### src/rtl/gate_stim_sequencer.sv
// Steps a 3-input gate operand set {cc,bb,aa} through all eight combinations,
// either on debounced pushbutton presses (manual) or on a fixed dwell timer (auto).
`timescale 1ns/1ps
module gate_stim_sequencer #(
  parameter int DEBOUNCE_CYC = 1000000,
  parameter int DWELL_CYC    = 100000000
) (
  input  logic       clk,
  input  logic       rst,
  input  logic       btn_step,
  input  logic       auto_en,
  output logic       aa,
  output logic       bb,
  output logic       cc,
  output logic [2:0] seq_idx,
  output logic       busy,
  output logic       done
);

  localparam int DB_W = (DEBOUNCE_CYC > 1) ? $clog2(DEBOUNCE_CYC) : 1;
  localparam int DW_W = (DWELL_CYC > 1) ? $clog2(DWELL_CYC) : 1;
  localparam logic [DB_W-1:0] DB_LAST = DB_W'(DEBOUNCE_CYC - 1);
  localparam logic [DW_W-1:0] DW_LAST = DW_W'(DWELL_CYC - 1);

  typedef enum logic [1:0] {IDLE, AUTO, MANUAL, DONE} state_t;

  logic            btn_p0, btn_p1;
  logic            auto_p0, auto_p1;
  logic            btn_db, btn_db_q;
  logic [DB_W-1:0] db_cnt;
  logic            step_p;

  state_t          state, state_n;
  logic [2:0]      idx, idx_n;
  logic [DW_W-1:0] dwell_cnt, dwell_n;
  logic            done_n;

  // Stage p0/p1: two-flop synchronizers for the asynchronous button and switch
  always_ff @(posedge clk or posedge rst) begin
    if (rst) begin
      btn_p0  <= 1'b0;
      btn_p1  <= 1'b0;
      auto_p0 <= 1'b0;
      auto_p1 <= 1'b0;
    end else begin
      btn_p0  <= btn_step;
      btn_p1  <= btn_p0;
      auto_p0 <= auto_en;
      auto_p1 <= auto_p0;
    end
  end

  // Debounce: accept a new level only after DEBOUNCE_CYC consecutive differing cycles
  always_ff @(posedge clk or posedge rst) begin
    if (rst) begin
      btn_db   <= 1'b0;
      btn_db_q <= 1'b0;
      db_cnt   <= '0;
    end else begin
      btn_db_q <= btn_db;
      if (btn_p1 == btn_db) begin
        db_cnt <= '0;
      end else if (db_cnt == DB_LAST) begin
        btn_db <= btn_p1;
        db_cnt <= '0;
      end else begin
        db_cnt <= db_cnt + DB_W'(1);
      end
    end
  end

  assign step_p = btn_db & ~btn_db_q;

  // Sequencer state register
  always_ff @(posedge clk or posedge rst) begin
    if (rst) begin
      state     <= IDLE;
      idx       <= 3'd0;
      dwell_cnt <= '0;
      done      <= 1'b0;
    end else begin
      state     <= state_n;
      idx       <= idx_n;
      dwell_cnt <= dwell_n;
      done      <= done_n;
    end
  end

  always_comb begin
    state_n = state;
    idx_n   = idx;
    dwell_n = dwell_cnt;
    done_n  = 1'b0;
    case (state)
      IDLE: begin
        idx_n   = 3'd0;
        dwell_n = '0;
        if (step_p) state_n = auto_p1 ? AUTO : MANUAL;
      end
      MANUAL: begin
        if (step_p) begin
          if (idx == 3'd7) begin
            state_n = DONE;
            done_n  = 1'b1;
          end else begin
            idx_n = idx + 3'd1;
          end
        end
      end
      AUTO: begin
        // An abort press takes priority over a coincident terminal count
        if (step_p) begin
          state_n = IDLE;
          idx_n   = 3'd0;
          dwell_n = '0;
        end else if (dwell_cnt == DW_LAST) begin
          dwell_n = '0;
          if (idx == 3'd7) begin
            state_n = DONE;
            done_n  = 1'b1;
          end else begin
            idx_n = idx + 3'd1;
          end
        end else begin
          dwell_n = dwell_cnt + DW_W'(1);
        end
      end
      DONE: begin
        if (step_p) begin
          state_n = IDLE;
          idx_n   = 3'd0;
        end
      end
      default: begin
        state_n = IDLE;
        idx_n   = 3'd0;
        dwell_n = '0;
      end
    endcase
  end

  assign aa      = idx[0];
  assign bb      = idx[1];
  assign cc      = idx[2];
  assign seq_idx = idx;
  assign busy    = (state == AUTO) || (state == MANUAL);

endmodule

### config.mk
export PLATFORM = sky130hd
export DESIGN_NAME = gate_stim_sequencer
export DESIGN_NICKNAME = d
export VERILOG_FILES = /design/src/rtl/gate_stim_sequencer.sv
export SDC_FILE = /design/constraint.sdc
export NUM_CORES = 1
export LEC_CHECK = 0
export CAP_MARGIN = 10
export CELL_PAD_IN_SITES_DETAIL_PLACEMENT = 2
export CELL_PAD_IN_SITES_GLOBAL_PLACEMENT = 2
export CORE_MARGIN = 8
export CORE_UTILIZATION = 35
export CTS_CLUSTER_DIAMETER = 60
export DETAILED_ROUTE_END_ITERATION = 10
export GPL_ROUTABILITY_DRIVEN = 0
export PLACE_DENSITY = 0.7
export SETUP_SLACK_MARGIN = 0.02
export SLEW_MARGIN = 20
export SYNTH_ARGS = -nofsm -noshare
export SYNTH_HDL_FRONTEND = slang
export SYNTH_SLANG_ARGS = --single-unit
### constraint.sdc
create_clock -name clk -period 2.51 [get_ports clk]
set_input_delay 0.6275 -clock clk [delete_from_list [all_inputs] [get_ports clk]]
set_output_delay 0.6275 -clock clk [all_outputs]
set_load 0.02 [all_outputs]
==> After elaboration in Yosys (flattened, before gate mapping) <==
Index checks and enable logic that the tools add are counted.
{ "totals": {"register_bits": 59} }
{ "classes": {"n_bitwise": 3, "eq_ne": 11, "n_reduce_logical": 6, "n_addsub": 3, "mux": 24} }
{ "ops": {"columns": ["op", "count"], "rows": [
  ["2-to-1 mux 27 bit", 2],
  ["case mux 27 bit (2 select lines)", 1],
  ["2-to-1 mux 20 bit", 2],
  ["adder 27 x 1 -> 27 bit, second input constant", 1],
  ["equality test 27 bit, second input constant", 1],
  ["adder 20 x 1 -> 20 bit, second input constant", 1],
  ["equality test 20 bit, second input constant", 1],
  ["2-to-1 mux 3 bit", 5],
  ["2-to-1 mux 2 bit", 7],
  ["case mux 3 bit (4 select lines)", 1],
  ["case mux 2 bit (4 select lines)", 1],
  ["inequality test 2 bit, second input constant", 3],
  ["equality test 2 bit, second input constant", 2],
  ["2-to-1 mux 1 bit", 4],
  ["AND reduction 4 bit", 1],
  ["adder 3 x 1 -> 3 bit, second input constant", 1],
  ["equality test 3 bit, second input constant", 1],
  ["inequality test 3 bit, second input constant", 1],
  ["AND reduction 3 bit", 1],
  ["equality test 2 x 1 -> 1 bit, second input constant", 1],
  ["logical NOT 2 bit", 1],
  ["NOT 1 bit", 2],
  ["case mux 1 bit (2 select lines)", 1],
  ["AND reduction 2 bit", 1],
  ["other kinds (4)", 4]
]} }

==> Longest topological paths before layout <==
Gate-level depths: netlist (run 1).
{ "logic_depth": {"depth_word": 5, "depth_mapped": 7, "ltp_nobuf": 7} }

==> Worst setup path after synthesis (run 1) <==
Ideal clock, no wire load.
{ "synth_path": {"path_kind": "register to register", "startpoint": "reg dwell_cnt[0]", "endpoint": "reg state[0]", "path_stages_with_launch": 7, "setup_time_ns": 0.125, "n_path_buf": 0, "arrival_time_ns": 1.735, "setup_slack_ns": 0.650, "cell_sequence": "dfrtp_1 > ha_1 > nand4_1 > nor4b_4 > a21boi_1 > o31a_1 > mux2_4"} }
{ "synth_via": {"elab_chain_cells": 3} }
{ "synth_lines": {"columns": ["item", "line_no", "rtl"], "rows": [
  ["start, declared", "35", "logic [DW_W-1:0] dwell_cnt, dwell_n;"],
  ["start signal, assigned", "84", "dwell_cnt <= dwell_n;"],
  ["equality test 27 bit", "116", "end else if (dwell_cnt == DW_LAST) begin"],
  ["inequality test 3 bit (no line)", null, null],
  ["AND reduction 4 bit (no line)", null, null],
  ["end signal, assigned", "82", "state <= state_n;"],
  ["end, declared", "33", "state_t state, state_n;"]
]} }
No other way between the ends.
A chain may end at the register's enable or synchronous reset.

==> Final worst setup path (run 1) <==
{ "layout_path": {"startpoint": "reg state[0]", "endpoint": "out busy"} }
{ "layout_via": {"elab_chain_cells": 2, "word_cells_on_any_way": 3, "cone_classes": "eq/ne (2); reduce/logical (1)"} }
{ "layout_lines": {"columns": ["item", "line_no", "rtl"], "rows": [
  ["equality test 2 x 1 -> 1 bit / equality test 2 bit (equally long branches)", "146", "assign busy = (state == AUTO) || (state == MANUAL);"],
  ["logical OR 1 bit *", "146", null],
  ["end, declared", "16", "output logic busy,"]
]} }
Every way passes the cells marked *; elsewhere a longest branch is shown, timed or not.

==> impl_metrics.csv, run 1 <==
group,metric,value,unit
setup_path,r2r_end,"dwell_cnt[7]",
logic_synthesis,synth_top_flop_cell,"dfrtp_1",
placement,dp_hpwl,5.789,mm
timing,final.setup.tns,0,ps
timing,clock.fmax,447.9,MHz
route,initialDrtViolationCount,62,
timing,slew_headroom,59.61,%
logic_synthesis,seq_area_frac_synth,48.05,%
setup_path,endpoint_kind,"output port",
timing,fin_worst_skew,10.60,ps
logic_synthesis,synth_top_cell_area_share,48.05,%
pwr,leakagePower,0.001523,uW
setup_path,slowest_delay,440,ps
min_path,hold_depth,0,
global_route,grt_overflow,0,
timing,slew_viol_final,0,
setup_path,path_cells,"inv_1 -> ha_1 -> dlygate4sd2_1",
global_route,grt_pass1_wl,13.94,mm
route,ant_nets,0,
setup_path,start_kind,"flip-flop",
final_layout,n_antenna_cell,0,
logic_synthesis,yosysTopAreaCell,"dfrtp_1",
clock_tree,clock_path_buffers,2,
min_path,hold_class,"reg -> reg",
logic_synthesis,synth_cells,311,
route,drc_errors,0,
placement,portBuffers,11,
setup_path,path_max_fanout,5,
placement,post-place-ws,201.1,ps
clock_tree,clkSinkCount,59,
floorplan,die_x,109.7,um
route,wire_per_inst,18.93,um
logic_synthesis,synth_edf_count,0,
clock_tree,cts_root_buf,"clkbuf_8",
floorplan,io_pins,12,
global_route,met3_usage,3.869,%
clock_tree,tritoncts,"built",
floorplan,initial_utilization,35.58,%
final_layout,multiInputGateArea,1514,um2
global_route,grt_max_degree,26,
logic_synthesis,ys_top_cells_by_area,"dfrtp_1 48%, nor2_1 5.3%, xor2_1 5.1%, xnor2_1 4.0%, nand2_1 3.3%",
floorplan,num_rows,34,
clock_tree,cts_buffers,9,
global_route,top_usage_layer,"met2",
clock_tree,h-tree-depth,3,
global_route,grt_usage,15.10,%
logic_synthesis,synth_area,3073,um2
route,vias_per_cell,5.456,
final_layout,num-fill-cells,971,
setup_path,arrival,1610,ps
timing,finalSetupViolCount,0,
timing,finalCritPeriodShare,88.95,%
timing,min_period,2233,ps
final_layout,finalNonFillerCells,445,
timing,rsz0062_at_grt,"false",
final_layout,register_area,1476,um2
logic_synthesis,synth_seq_cells,59,
setup_path,reg2reg_slack,390,ps
clock_tree,cts_setup_buffers,0,
timing,setup_slack,277.3,ps
global_route,grt_pass1_vias,2741,
outcome,outcome,"complete, no violations",
setup_path,worstSetupPathType,"reg -> out",
setup_path,reg2reg_depth,6,
clock_tree,clkLatencyLatePin,340,ps
min_path,hp-start,"auto_p0",
logic_synthesis,async_reset_ff_share,100.0,%
floorplan,coreArea,8636,um2
floorplan,dieArea,12030,um2
timing,hold_viol,0,
final_layout,drive_above_1_share,11.28,%
final_layout,finalNetCount,343,
route,dr.pass1.iters,4,
run,drv_cap,0,
route,vias,2428,
placement,place_inst,429,
clock_tree,clk_pin_slew_worst_paths,70,ps
setup_path,reg2reg_from,"dwell_cnt[0]",
timing,tightest_slew,601.8,ps
global_route,met1_usage,17.65,%
setup_path,critPathSlowestCell,"dfrtp_1",
pwr,p_per_area,528.4,nW/um2
route,wl,8.422,mm
logic_synthesis,syn_nets,322,
logic_synthesis,yosys_warnings,0,
logic_synthesis,ys_types,48,
global_route,met2_usage,26.23,%
final_layout,areaGrowthSynthToFinish,14.74,%
min_path,hold_path_end,"auto_p1",
pwr,irDropWorstVdd,0.2325,mV
logic_synthesis,synth.avg_cell_area,9.881,um2
floorplan,die_h,109.7,um
global_route,antenna_found_initial,0,
setup_path,cp_data_required_time,1880,ps
## cells by family after synthesis
logic type	after synthesis	share of synthesized area (%)
AO/OA/AOI/OAI	44	9.365
flip-flops	59	48.05
multiplexers	3	1.181
adder cells (fa/ha/maj)	7	2.850
buffers and inverters	17	2.850
AND/OR/NAND/NOR	149	26.59
XOR/XNOR	32	9.121
## how the worst max path moves through the flow
stage	start	end	slack, ps	depth (start not counted)
floorplan	rst	auto_p0	430	1
global placement	dwell_cnt[0]	dwell_cnt[4]	330	7
detailed placement	dwell_cnt[0]	dwell_cnt[15]	200	7
CTS	dwell_cnt[0]	dwell_cnt[19]	170	7
global route	state[0]	busy	180	3
finish	state[0]	busy	280	3
## report_power, final
group | switching, uW | total (uW) | internal [uW]
sequential | 7.05 | 965 | 957
clock | 397 | 853 | 456
combinational | 31.4 | 45.1 | 13.7
total | 436 | 1860 | 1430
## worst max-delay path, delay by kind of cell, from the launching register on
| kind | cells | cell delay [ps] |
|---|---|---|
| DFF | 1 | 440 |
| buffers and inverters | 2 | 470 |
| adders and majority gates | 1 | 350 |
## cell usage after synthesis (2+ instances only)
| cell type | n |
|---|---|
| and4_1 | 6 |
| a31oi_1 | 7 |
| xnor2_1 | 14 |
| nand4_2 | 2 |
| buf_2 | 4 |
| buf_4 | 5 |
| nand3_1 | 16 |
| nand2_1 | 27 |
| a22o_1 | 5 |
| nor4b_1 | 2 |
| o31ai_1 | 3 |
| o211ai_1 | 2 |
| ha_1 | 7 |
| or4_1 | 2 |
| dfrtp_1 | 59 |
| nand4_1 | 10 |
| nand2b_1 | 3 |
| nor4_1 | 6 |
| and3_1 | 9 |
| inv_1 | 7 |
| xor2_1 | 18 |
| nor2_1 | 43 |
| nor4_2 | 4 |
| a21oi_1 | 8 |
| o21ai_0 | 8 |
| nor3_1 | 8 |
| or3_1 | 2 |
| a21o_1 | 4 |
## stage by stage
stage	hold WS (ps)	util, %	power [uW]	instance area, um2
5_1_grt	377.5	40.83	1936	3526
2_1_floorplan	331.2	-	1009	3073
3_5_place_dp	359.1	38.64	1030	3337
3_3_place_gp	345.9	38.64	1028	3337
6_report	370.9	40.83	1863	3526
4_1_cts	376.2	40.77	1902	3521
## what timing repair did
action                                  in CTS  in global routing
endpoints found under the setup margin       1                 14
gates resized for setup                      1                  1
hold buffers                                 0                  0
gates cloned                                 0                  0
## registers in the layout (all words and copies together), names as in the netlist
| signal | flops |
|---|---|
| done | 1 |
| auto_p0 | 1 |
| state | 2 |
| btn_p1 | 1 |
| db_cnt | 20 |
| btn_p0 | 1 |
| auto_p1 | 1 |
| btn_db | 1 |
| btn_db_q | 1 |
| seq_idx | 3 |
| dwell_cnt | 27 |
## layout make-up
cell class	count	area share, %
clock inverter	5	1.526
inverter	7	0.7452
multi-input combinational	235	42.94
timing repair buffer	20	5.358
clock buffer	11	3.726
tap	108	3.833
sequential	59	41.87
## per-layer routing
metal | wire length, um | vias to the layer above | part of all wire, %
met5 | 0 | - | 0
met4 | 131 | 0 | 1.6
met1 | 3774 | 1237 | 45
met3 | 228 | 14 | 2.7
li1 | - | 1148 | -
met2 | 4287 | 29 | 51
## cell usage in the layout (no fill, tap or decap), drive strengths merged, types with 10 or more instances in the layout
cell type,count
xnor2,14
clkbuf,11
nand3,17
dfrtp,59
nand2,27
nor2,44
nor4,10
xor2,18
nand4,12
clkdlybuf4s50,10
(Power assumes the default switching activity.)
==> run 2, diff against run 1 <==
--- a/config.mk
+++ b/config.mk
@@ -14,7 +14,7 @@
 export DETAILED_ROUTE_END_ITERATION = 10
 export GPL_ROUTABILITY_DRIVEN = 0
 export PLACE_DENSITY = 0.7
-export SETUP_SLACK_MARGIN = 0.02
+export SETUP_SLACK_MARGIN = 0.2
 export SLEW_MARGIN = 20
 export SYNTH_ARGS = -nofsm -noshare
 export SYNTH_HDL_FRONTEND = slang
==> run 2 against run 1 <==
Effect of this change: final cell count did not move; clock skew about the same; first-iteration DRC count up 6.5%; wire length about the same; utilization about the same; register-to-register slack hardly changed; count of clock-buffer cells in the layout is the same; sequential share of layout area barely moved; worst setup slack improved by 26 ps; die area unchanged; combinational power hardly changed; critical path type unchanged; critical endpoint unchanged; largest cell class unchanged.
==> impl_metrics.csv, run 2 (synthesized netlist as in run 1, its figures left out) <==
group,metric,value,unit
global_route,grt_max_degree,26,
final_layout,areaGrowthSynthToFinish,14.78,%
pwr,leakagePower,0.001520,uW
route,wl,8.420,mm
min_path,hold_class,"reg -> reg",
global_route,antenna_found_initial,0,
floorplan,die_x,109.7,um
pwr,irDropWorstVdd,0.2325,mV
pwr,p_int,1427,uW
floorplan,dieArea,12030,um2
clock_tree,clkSinkCount,59,
final_layout,n_antenna_cell,0,
timing,fin_worst_skew,10.60,ps
setup_path,reg2reg_slack,390,ps
global_route,grt_usage,15.10,%
pwr,total_power,1863,uW
clock_tree,cts_root_buf,"clkbuf_8",
floorplan,initial_utilization,35.58,%
timing,final.setup.tns,0,ps
route,vias_per_cell,5.463,
clock_tree,cts_hold_buf,0,
timing,min_period,2206,ps
timing,slew_viol_final,0,
clock_tree,clk_pin_slew_worst_paths,70,ps
clock_tree,cts_buffers,9,
timing,tightest_slew,601.8,ps
outcome,outcome,"complete, no violations",
route,dr.pass1.iters,4,
timing,finalCritPeriodShare,87.90,%
final_layout,finalNetCount,343,
route,wire_per_inst,18.92,um
setup_path,start_kind,"flip-flop",
floorplan,coreArea,8636,um2
setup_path,cp_data_required_time,1880,ps
final_layout,layout_common_cells,"59 x dfrtp_1, 43 x nor2_1, 27 x nand2_1, 18 x xor2_1, 16 x nand3_1",
setup_path,path_max_fanout,5,
timing,worst_hold_slack,370.9,ps
timing,hold_viol,0,
run,drv_cap,0,
timing,slew_headroom,59.61,%
setup_path,worstSetupPathType,"reg -> out",
global_route,grt_pass1_wl,13.94,mm
pwr,seq_power_share,51.8,%
final_layout,regMostFlops,"dwell_cnt",
route,initialDrtViolationCount,66,
pwr,p_per_area,528.2,nW/um2
clock_tree,tritoncts,"built",
route,vias,2431,
placement,dp_hpwl,5.789,mm
setup_path,r2r_end,"dwell_cnt[7]",
placement,portBuffers,11,
pwr,comb_power_share,2.4,%
timing,clock.fmax,453.2,MHz
floorplan,die_h,109.7,um
clock_tree,clkLatencyLatePin,340,ps
route,ant_nets,0,
timing,finalSetupViolCount,0,
pwr,power_switching,435.9,uW
setup_path,reg2reg_from,"dwell_cnt[0]",
min_path,hp-start,"auto_p0",
clock_tree,clock_path_buffers,2,
timing,rsz0062_at_grt,"false",
final_layout,layout_commonest_cell,"dfrtp_1",
global_route,grt_pass1_vias,2741,
setup_path,arrival,1580,ps
timing,setup_slack,303.6,ps
final_layout,finalNonFillerCells,445,
setup_path,endpoint_kind,"output port",
final_layout,drive_above_1_share,11.28,%
placement,post-place-ws,201.1,ps
clock_tree,h-tree-depth,3,
pwr,pwr-share-clk,45.8,%
setup_path,reg2reg_depth,6,
final_layout,largest_register_ffs,27,
global_route,grt_overflow,0,
floorplan,num_rows,34,
pwr,sw_frac_of_total,23.40,%
route,drc_errors,0,
min_path,hold_path_end,"auto_p1",
clock_tree,cts_setup_buffers,0,
final_layout,num-fill-cells,970,
floorplan,io_pins,12,
min_path,hold_depth,0,
placement,place_inst,429,
## run 2: changes by cell type in the layout (fill, tap and decap cells not counted)
| cell | before | now |
|---|---|---|
| clkdlybuf4s15_1 | 0 | 1 |
| dlygate4sd2_1 | 1 | 0 |
## run 2: cell type report
cell class	instances	area, um2	area share, %
clock inverters	5	53.80	1.525
flip-flops and latches	59	1476	41.86
multi-input cells	235	1514	42.92
inverters	7	26.28	0.7449
repair buffers	20	190.2	5.392
well taps	108	135.1	3.831
clock buffers	11	131.4	3.725
## run 2: power groups by stage
stage | clock (uW) | combinational [uW] | sequential (uW)
3_3_place_gp | 0 | 45.7 | 983
3_5_place_dp | 0 | 47.2 | 983
5_1_grt | 920 | 51.4 | 965
4_1_cts | 889 | 47.8 | 964
2_1_floorplan | 0 | 28.4 | 981
6_report | 853 | 45.1 | 965
## run 2: critical path, cell delays in order (launching register included)
cell             delay, ps
dfrtp_1                440
inv_1                  110
ha_1                   360
clkdlybuf4s15_1        330
## run 2: per-layer routing
metal / vias up / part of all wire (%) / track usage [%]
li1: 1149 / - / -
met4: 0 / 1.6 / 5.207
met3: 14 / 2.7 / 3.869
met1: 1239 / 45 / 17.65
met2: 29 / 51 / 26.23
met5: - / 0 / 0
## run 2: per-stage QoR
stage	utilization, %	cell area [um2]
after floorplan	-	3073
after global placement	38.64	3337
after detailed placement	38.64	3337
after CTS	40.83	3526
after global routing	40.84	3527
final	40.84	3527
## run 2: repair_timing
| item | in CTS | in global routing |
|---|---|---|
| pin swaps | 0 | 1 |
| setup endpoints to repair | 15 | 6 |
| resized for setup | 2 | 1 |
## run 2: worst max-delay path by stage
stage	endpoint	cells past startpoint	startpoint	slack [ps]
final	busy	3	state[0]	300
after global routing	dwell_cnt[4]	7	dwell_cnt[0]	200
after CTS	busy	3	state[0]	220
after detailed placement	dwell_cnt[15]	7	dwell_cnt[0]	200
after global placement	dwell_cnt[4]	7	dwell_cnt[0]	330
after floorplan	auto_p0	1	rst	430
